**src/rtl/alu_sequencer.sv**
```systemverilog
`default_nettype none
// ============================================================================
//  Module   : alu_sequencer
//  Purpose  : Decodes one MIPS instruction at a time, issues the ALU control
//             (alu_op, alu_shamt, rs_addr, rt_addr) for exactly one cycle,
//             captures the ALU result and presents the completed operation
//             with a valid/ready handshake. The companion ALU evaluates on
//             the falling edge of clock, so its result is settled by the
//             rising edge that ends ISSUE.
//  Ports    : clock, reset               - clock / synchronous active-high reset
//             instr_valid, instr,
//             instr_ready                - instruction input handshake
//             alu_op, alu_shamt,
//             rs_addr, rt_addr           - registered ALU / register-file control
//             alu_result, alu_zero       - ALU feedback
//             out_valid, out_ready,
//             out_result, out_dest,
//             out_wen, out_branch        - completed-operation handshake
//             illegal                    - unsupported encoding flag
//                                          (only with ALU_SEQ_TRAP_EN)
//  Options  : `define ALU_SEQ_TRAP_EN adds the illegal output.
//  Revision : 1.0 - initial release
// ============================================================================
module alu_sequencer (
    input  logic        clock,
    input  logic        reset,
    input  logic        instr_valid,
    input  logic [31:0] instr,
    output logic        instr_ready,
    output logic [3:0]  alu_op,
    output logic [4:0]  alu_shamt,
    output logic [4:0]  rs_addr,
    output logic [4:0]  rt_addr,
    input  logic [31:0] alu_result,
    input  logic        alu_zero,
    output logic        out_valid,
    input  logic        out_ready,
    output logic [31:0] out_result,
    output logic [4:0]  out_dest,
    output logic        out_wen,
    output logic        out_branch
`ifdef ALU_SEQ_TRAP_EN
    ,
    output logic        illegal
`endif
);

    // ALUOp encodings
    localparam logic [3:0] OP_NOP  = 4'b0000;
    localparam logic [3:0] OP_ADD  = 4'b0001;
    localparam logic [3:0] OP_SUB  = 4'b0010;
    localparam logic [3:0] OP_AND  = 4'b0011;
    localparam logic [3:0] OP_OR   = 4'b0100;
    localparam logic [3:0] OP_NOR  = 4'b0101;
    localparam logic [3:0] OP_SLT  = 4'b0110;
    localparam logic [3:0] OP_SLL  = 4'b0111;
    localparam logic [3:0] OP_SRL  = 4'b1000;
    localparam logic [3:0] OP_SRA  = 4'b1001;
    localparam logic [3:0] OP_ADDU = 4'b1010;
    localparam logic [3:0] OP_SUBU = 4'b1011;
    localparam logic [3:0] OP_BGTZ = 4'b1100;
    localparam logic [3:0] OP_BGEZ = 4'b1101;
    localparam logic [3:0] OP_BNE  = 4'b1110;
    localparam logic [3:0] OP_LUI  = 4'b1111;

    typedef enum logic [1:0] {
        ST_IDLE  = 2'd0,
        ST_ISSUE = 2'd1,
        ST_DONE  = 2'd2
    } state_t;

    // How the captured ALU result resolves a branch
    typedef enum logic [1:0] {
        BR_NONE = 2'd0,
        BR_EQ   = 2'd1,   // taken when result is zero
        BR_NE   = 2'd2,   // taken when result is non-zero
        BR_ZF   = 2'd3    // taken when the ALU zero flag is set
    } br_kind_t;

    state_t     r_state;
    logic [4:0] r_dest;
    logic       r_wen;
    br_kind_t   r_br;

    logic [5:0] w_opcode;
    logic [5:0] w_funct;
    logic [4:0] w_rt;
    logic [4:0] w_rd;
    logic [3:0] w_op;
    logic       w_wen;
    logic [4:0] w_dest;
    br_kind_t   w_br;
    logic       w_accept;
    logic       w_taken;

    assign w_opcode = instr[31:26];
    assign w_funct  = instr[5:0];
    assign w_rt     = instr[20:16];
    assign w_rd     = instr[15:11];

    // A new instruction can be taken while idle, or while the completed
    // operation is being handed off in the same cycle.
    assign instr_ready = (r_state == ST_IDLE) ||
                         ((r_state == ST_DONE) && out_ready);
    assign w_accept    = instr_valid && instr_ready;

    // Instruction decode. Every supported encoding maps to a non-zero
    // ALUOp, so OP_NOP doubles as the "unsupported" marker.
    always_comb begin
        w_op   = OP_NOP;
        w_wen  = 1'b0;
        w_dest = 5'd0;
        w_br   = BR_NONE;
        case (w_opcode)
            6'h00: begin
                case (w_funct)
                    6'h20:   w_op = OP_ADD;
                    6'h21:   w_op = OP_ADDU;
                    6'h22:   w_op = OP_SUB;
                    6'h23:   w_op = OP_SUBU;
                    6'h24:   w_op = OP_AND;
                    6'h25:   w_op = OP_OR;
                    6'h27:   w_op = OP_NOR;
                    6'h2A:   w_op = OP_SLT;
                    6'h00:   w_op = OP_SLL;
                    6'h02:   w_op = OP_SRL;
                    6'h03:   w_op = OP_SRA;
                    default: w_op = OP_NOP;
                endcase
                if (w_op != OP_NOP) begin
                    w_wen  = 1'b1;
                    w_dest = w_rd;
                end
            end
            6'h0F: begin
                w_op   = OP_LUI;
                w_wen  = 1'b1;
                w_dest = w_rt;
            end
            6'h04: begin
                w_op = OP_SUB;    // BEQ compares via subtraction
                w_br = BR_EQ;
            end
            6'h05: begin
                w_op = OP_BNE;
                w_br = BR_NE;
            end
            6'h07: begin
                w_op = OP_BGTZ;
                w_br = BR_ZF;
            end
            6'h01: begin
                if (w_rt == 5'd1) begin
                    w_op = OP_BGEZ;
                    w_br = BR_ZF;
                end
            end
            default: begin
                w_op = OP_NOP;
            end
        endcase
    end

    always_comb begin
        w_taken = 1'b0;
        case (r_br)
            BR_EQ:   w_taken = (alu_result == 32'd0);
            BR_NE:   w_taken = (alu_result != 32'd0);
            BR_ZF:   w_taken = alu_zero;
            default: w_taken = 1'b0;
        endcase
    end

    always_ff @(posedge clock) begin
        if (reset) begin
            r_state    <= ST_IDLE;
            r_dest     <= 5'd0;
            r_wen      <= 1'b0;
            r_br       <= BR_NONE;
            alu_op     <= OP_NOP;
            alu_shamt  <= 5'd0;
            rs_addr    <= 5'd0;
            rt_addr    <= 5'd0;
            out_valid  <= 1'b0;
            out_result <= 32'd0;
            out_dest   <= 5'd0;
            out_wen    <= 1'b0;
            out_branch <= 1'b0;
`ifdef ALU_SEQ_TRAP_EN
            illegal    <= 1'b0;
`endif
        end else begin
            case (r_state)
                ST_IDLE: begin
                    r_state <= ST_IDLE;
                end
                ST_ISSUE: begin
                    out_result <= alu_result;
                    out_valid  <= 1'b1;
                    out_dest   <= r_dest;
                    out_wen    <= r_wen;
                    out_branch <= w_taken;
                    alu_op     <= OP_NOP;
`ifdef ALU_SEQ_TRAP_EN
                    illegal    <= (alu_op == OP_NOP);
`endif
                    r_state    <= ST_DONE;
                end
                ST_DONE: begin
                    if (out_ready) begin
                        out_valid <= 1'b0;
`ifdef ALU_SEQ_TRAP_EN
                        illegal   <= 1'b0;
`endif
                        r_state   <= ST_IDLE;
                    end
                end
                default: begin
                    r_state <= ST_IDLE;
                end
            endcase

            // Acceptance only occurs in IDLE or DONE; it overrides the
            // next-state chosen above and loads the decoded instruction.
            if (w_accept) begin
                alu_op    <= w_op;
                alu_shamt <= instr[10:6];
                rs_addr   <= instr[25:21];
                rt_addr   <= instr[20:16];
                r_dest    <= w_dest;
                r_wen     <= w_wen;
                r_br      <= w_br;
                r_state   <= ST_ISSUE;
            end
        end
    end

endmodule
`default_nettype wire

```
**config.mk**
```make
export PLATFORM = sky130hd
export DESIGN_NAME = alu_sequencer
export DESIGN_NICKNAME = d
export VERILOG_FILES = /design/src/rtl/alu_sequencer.sv
export SDC_FILE = /design/constraint.sdc
export NUM_CORES = 1
export LEC_CHECK = 0
export ABC_AREA = 1
export CORE_UTILIZATION = 25
export CTS_BUF_LIST = sky130_fd_sc_hd__clkbuf_8
export DETAILED_ROUTE_END_ITERATION = 16
export PLACE_DENSITY = 0.56
export REMOVE_ABC_BUFFERS = 1
export SYNTH_ARGS = -nofsm -noshare
export SYNTH_HDL_FRONTEND = slang
export SYNTH_SLANG_ARGS = --single-unit
```
**constraint.sdc**
```tcl
create_clock -name clock -period 1.45 [get_ports clock]
set_input_delay 0.145 -clock clock [delete_from_list [all_inputs] [get_ports clock]]
set_output_delay 0.145 -clock clock [all_outputs]
set_load 0.01 [all_outputs]
```
# Word level (Yosys, flattened, before mapping)
# Index checks and enable logic that the tools add are counted.
[totals] reg_bits=69 latch_bits=0 ramBits=0 rom_bits=0 elab_cells=68 mem_count=0
[op_classes] addsub=0 n_mul=0 div_mod_pow=0 magnitude_cmp=0 n_eq_ne=23 shifts=0 muxes=18 n_bitwise=0 reduce_logical=13
[op_table] op="6-bit equality test (second input constant)" n=8
[op_table] op="4-bit case mux with 11 select lines" n=1
[op_table] op="32-bit zero test" n=1
[op_table] op="32-bit nonzero test" n=1
[op_table] op="4-bit case mux with 6 select lines" n=1
[op_table] op="6-bit by 3-bit equality test with 1-bit output (second input constant)" n=3
[op_table] op="4-bit 2-to-1 mux" n=4
[op_table] op="6-bit by 2-bit equality test with 1-bit output (second input constant)" n=2
[op_table] op="6-bit zero test" n=2
[op_table] op="5-bit case mux with 2 select lines" n=1
[op_table] op="2-bit case mux with 4 select lines" n=1
[op_table] op="2-bit equality test (second input constant)" n=3
[op_table] op="6-bit by 1-bit equality test with 1-bit output (second input constant)" n=1
[op_table] op="6-bit by 4-bit equality test with 1-bit output (second input constant)" n=1
[op_table] op="5-bit by 1-bit equality test with 1-bit output (second input constant)" n=1
[op_table] op="5-bit 2-to-1 mux" n=1
[op_table] op="2-bit by 1-bit equality test with 1-bit output (second input constant)" n=2
[op_table] op="2-bit 2-to-1 mux" n=2
[op_table] op="1-bit case mux with 2 select lines" n=2
[op_table] op="2-bit case mux with 2 select lines" n=1
[op_table] op="2-bit nonzero test" n=2
[op_table] op="4-bit nonzero test" n=1
[op_table] op="1-bit 2-to-1 mux" n=3
[op_table] op="3-bit != test (second input constant)" n=1
[op_table] op="7 further kinds" n=8

# Longest topological paths before layout
[logic_depth] word_depth=6 depth_mapped=10 depth_no_buf=10

# Worst setup path after synthesis
# No wires, ideal clock.
[synth_timing] path_kind="reg-to-reg" start="reg r_state[0]" end="reg alu_shamt[0]" setup_time_ns=0.117 arrival_ns=1.138 required_time_ns=1.333 setup_slack_ns=0.196 stages_incl_launch_ff=10 cell_sequence="dfxtp_1 -> inv_2 -> nand3_2 -> o21ai_2 -> nand2_4 -> inv_4 -> nand2_4 -> clkinv_4 -> buf_8 -> a22o_1"
[synth_via] elab_chain_len=4 word_cells_on_any_way=5 classes_between="eq/ne (1); reduce/logical (4)"
[synth_lines] item="start: declaration" line="80" text="state_t r_state;"
[synth_lines] item="start signal: assignment" line="176" text="r_state <= ST_IDLE;"
[synth_lines] item="start signal: assignment" line="195" text="r_state <= ST_IDLE;"
[synth_lines] item="start signal: assignment" line="207" text="r_state <= ST_DONE;"
[synth_lines] item="2-bit equality test" line="104" text="((r_state == ST_DONE) && out_ready);"
[synth_lines] item="1-bit logical AND" line="104"
[synth_lines] item="1-bit logical OR *" line="103" text="assign instr_ready = (r_state == ST_IDLE) ||"
[synth_lines] item="net instr_ready" line="29" text="output logic instr_ready,"
[synth_lines] item="1-bit logical AND *" line="105" text="assign w_accept = instr_valid && instr_ready;"
[synth_lines] item="end signal: assignment" line="227" text="alu_shamt <= instr[10:6];"
[synth_lines] item="end: declaration" line="31" text="output logic [4:0] alu_shamt,"
# Mark *: on every way through the listed nets, which the timed path passes. The rest lies on a longest branch.
# A chain may end at the register's enable or synchronous reset.

# Worst setup path after layout
[layout_timing] start="reg rt_addr[2]" end="out rt_addr[2]"
[layout_rtl] item="start: declaration" line="33" text="output logic [4:0] rt_addr,"
[layout_rtl] item="start signal: assignment" line="229" text="rt_addr <= instr[20:16];"
# No word-level cell between the ends.

==> key figures <==
Outcome
  – Status: complete, no violations

Worst setup path
  – Crit path required time: 1.31 ns
  – Buf/Inv on CP: 1
  – R2R setup slack: 0.16 ns
  – WP data arrival: 1.24 ns
  – Crit path cell chain: clkdlybuf4s50_1
  – Worst r2r src: r_state[0]
  – Crit-path slowest cell: clkdlybuf4s50_1
  – Worst setup EP type: output port
  – Crit-path max FO: 2
  – Max stage delay on crit path: 0.55 ns
  – Crit-path leading delay family: buffers and inverters
  – Startpoint Class: flop
  – Crit path kind: flop to output port
  – Setup crit start: rt_addr[2]
  – RR Endpoint: alu_shamt[2]
  – Reg2Reg Depth: 7

Synth
  – Netlist cell types: 32
  – Synth top area share: 0.473
  – Seq/Total Area, Yosys: 0.473
  – Post-Syn Area: 2920 um^2
  – Gate Count Post-Synth: 393
  – Avg Synthesized Cell Area: 7.43 um^2
  – Yosys reg bits: 69
  – Yosys warnings: 0
  – Leading post-synthesis cells by cell area: dfxtp_1, nor2_1, nand2_1
  – Synth area leader: dfxtp_1

Route
  – Final Routed Wirelength: 7990 um
  – Post-DR wirelength/cell: 11.6 um
  – Post-detailed-route count of antenna-violating nets: 0
  – Drt first pass iters: 4
  – Residual DRC: 0
  – DRT iter0 DRCs: 122
  – Via density: 4.30
  – DR vias: 2962

Global route
  – Initial antenna violation count: 0
  – Largest net degree at the start of global routing: 29
  – Vias in the first global route: 2823
  – GRT overflow: 0
  – First-pass GRT wire length: 12700 um
  – GR Util All Layers: 0.135

Placement
  – Dpl ws: -0.168 ns
  – PortBufs: 128
  – GP Congestion: 0.796
  – Post-DP HPWL: 6030 um

Final layout
  – Area growth from synthesis to layout: 62.2%
  – Most frequent cells in the layout: clkdlybuf4s50_1, nor2_1, dfxtp_1
  – Most common cell after layout, fill and taps aside: clkdlybuf4s50_1
  – Share of cells above drive strength 1: 0.114
  – Antenna Cells: 0
  – Multi-input logic area: 1360 um^2
  – Fill cells: 1192
  – Final net count: 610
  – Layout Utilization: 0.415
  – FF/Latch Area: 1380 um^2

Timing
  – Fmax: 0.722 GHz
  – Clock skew: 0.0105 ns
  – Period utilization: 0.955
  – Final setup fails: 0
  – RSZ-0062 raised after global routing: no
  – Worst-Margin Slew: 0.354 ns
  – Total negative setup slack: 0 ns
  – Slew Limit Headroom: 0.763
  – Min cycle time layout: 1.38 ns
  – Slew Limit Fails: 0
  – Setup WS post-layout: 0.0658 ns
  – Final hold violations: 0

Worst hold path
  – Hold Crit Depth: 2
  – HP Class: input port to flop
  – Hold path endpoint: alu_shamt[3]
  – Hold Path Origin: instr[9]

Die
  – Core Footprint: 11400 um^2
  – Num ports: 129
  – DIE HEIGHT: 110 um
  – Die width: 110 um
  – Die area: 12100 um^2
  – Rows: 39
  – Starting Density: 0.256

Clock tree
  – Skew-Pair Late Insertion Delay: 0.34 ns
  – Cts hold-fix bufs: 0
  – Clock-pin slew on the worst setup and hold paths: 0.08 ns
  – TritonCTS Buffers: 9
  – H-Tree Depth: 3
  – CTS tree: done
  – Bufs on Longest Clock Path: 2
  – Root Buffer: clkbuf_8
  – Clock sinks: 69

Power and ir drop
  – LEAKAGE: 2.07 nW
  – PD cells: 1010 nW/um^2
  – Maximum vdd drop: 0.384 mV

Flow run
  – Max-cap violations: 0
-- metal layers --
metal / vias to the layer above / share of wire / GRT usage
met5: - / 0 / 0
met4: 0 / 0.0095 / 0.0400
met3: 8 / 0.087 / 0.0470
met2: 96 / 0.44 / 0.220
met1: 1278 / 0.46 / 0.167
li1: 1580 / - / -
-- metrics by stage --
stage	total power (W)	std cells	cell area [um^2]	hold slack [ns]
global placement	0.00304	673	4490	0.443
floorplan	0.00245	377	2830	0.214
global route	0.00504	689	4730	0.370
finish	0.00478	689	4730	0.388
detailed placement	0.00305	673	4490	0.444
CTS	0.00487	689	4720	0.360
-- Yosys cell counts --
library cell / count
nand4_4: 1
nand3_2: 1
nand2_4: 2
nor3_1: 1
nand3_1: 22
a22o_1: 13
nor2_2: 1
nor2_4: 2
clkbuf_1: 8
dfxtp_1: 69
a21oi_4: 1
nand2_1: 59
nand2_2: 2
o21ai_1: 4
a21oi_1: 8
buf_8: 1
and3_1: 3
buf_2: 5
inv_1: 18
clkinv_4: 1
nand3b_1: 2
inv_2: 4
buf_6: 2
nand4_1: 3
a31oi_1: 1
a211oi_1: 1
o22ai_1: 2
o21ai_2: 1
nand4_2: 1
nor2_1: 112
inv_4: 1
o21ai_0: 41
-- power by group --
part	total (W)	switching, W	internal (W)
combinational	0.000908	0.000403	0.000505
clock	0.00179	0.000793	0.000995
sequential	0.00209	0.0000640	0.00202
total	0.00478	0.00126	0.00352
-- logic make-up after synthesis --
kind of cell / after synthesis / share of synthesized area
and+or+nand+nor: 212 / 0.314
DFF: 69 / 0.473
buffers and inverters: 40 / 0.0651
AOI/OAI and AO/OA: 72 / 0.147
-- registers in the layout, summed over array words and instances (netlist names) --
signal	flops
alu_shamt	5
r_dest	5
out_branch	1
r_wen	1
alu_op	4
rs_addr	5
out_dest	5
out_result	32
out_wen	1
r_state	2
r_br	2
rt_addr	5
out_valid	1
-- layout make-up --
| class | count | share of cell area |
|---|---|---|
| Multi-Input combinational cell | 284 | 0.286 |
| Inverter | 24 | 0.0206 |
| Clock inverter | 7 | 0.0222 |
| Timing Repair Buffer | 153 | 0.315 |
| Clock buffer | 9 | 0.0262 |
| Tap cell | 143 | 0.0378 |
| Sequential cell | 69 | 0.292 |
-- worst max path at each step --
stage                        end  cells after the start  slack (ns)
floorplan              alu_op[1]                      7       -0.89
global placement       r_dest[3]                     10       -0.11
detailed placement     r_dest[3]                     10       -0.17
CTS                  out_dest[1]                      1        0.01
global route        alu_shamt[1]                      1       0.001
finish                rt_addr[2]                      1        0.07
-- what timing repair did --
item | 4_1_cts | 5_1_grt
resized for setup | 2 | 6
buffers inserted | 0 | 0
setup endpoints to repair | 1 | 8
Power figures use the tool's default switching activity.
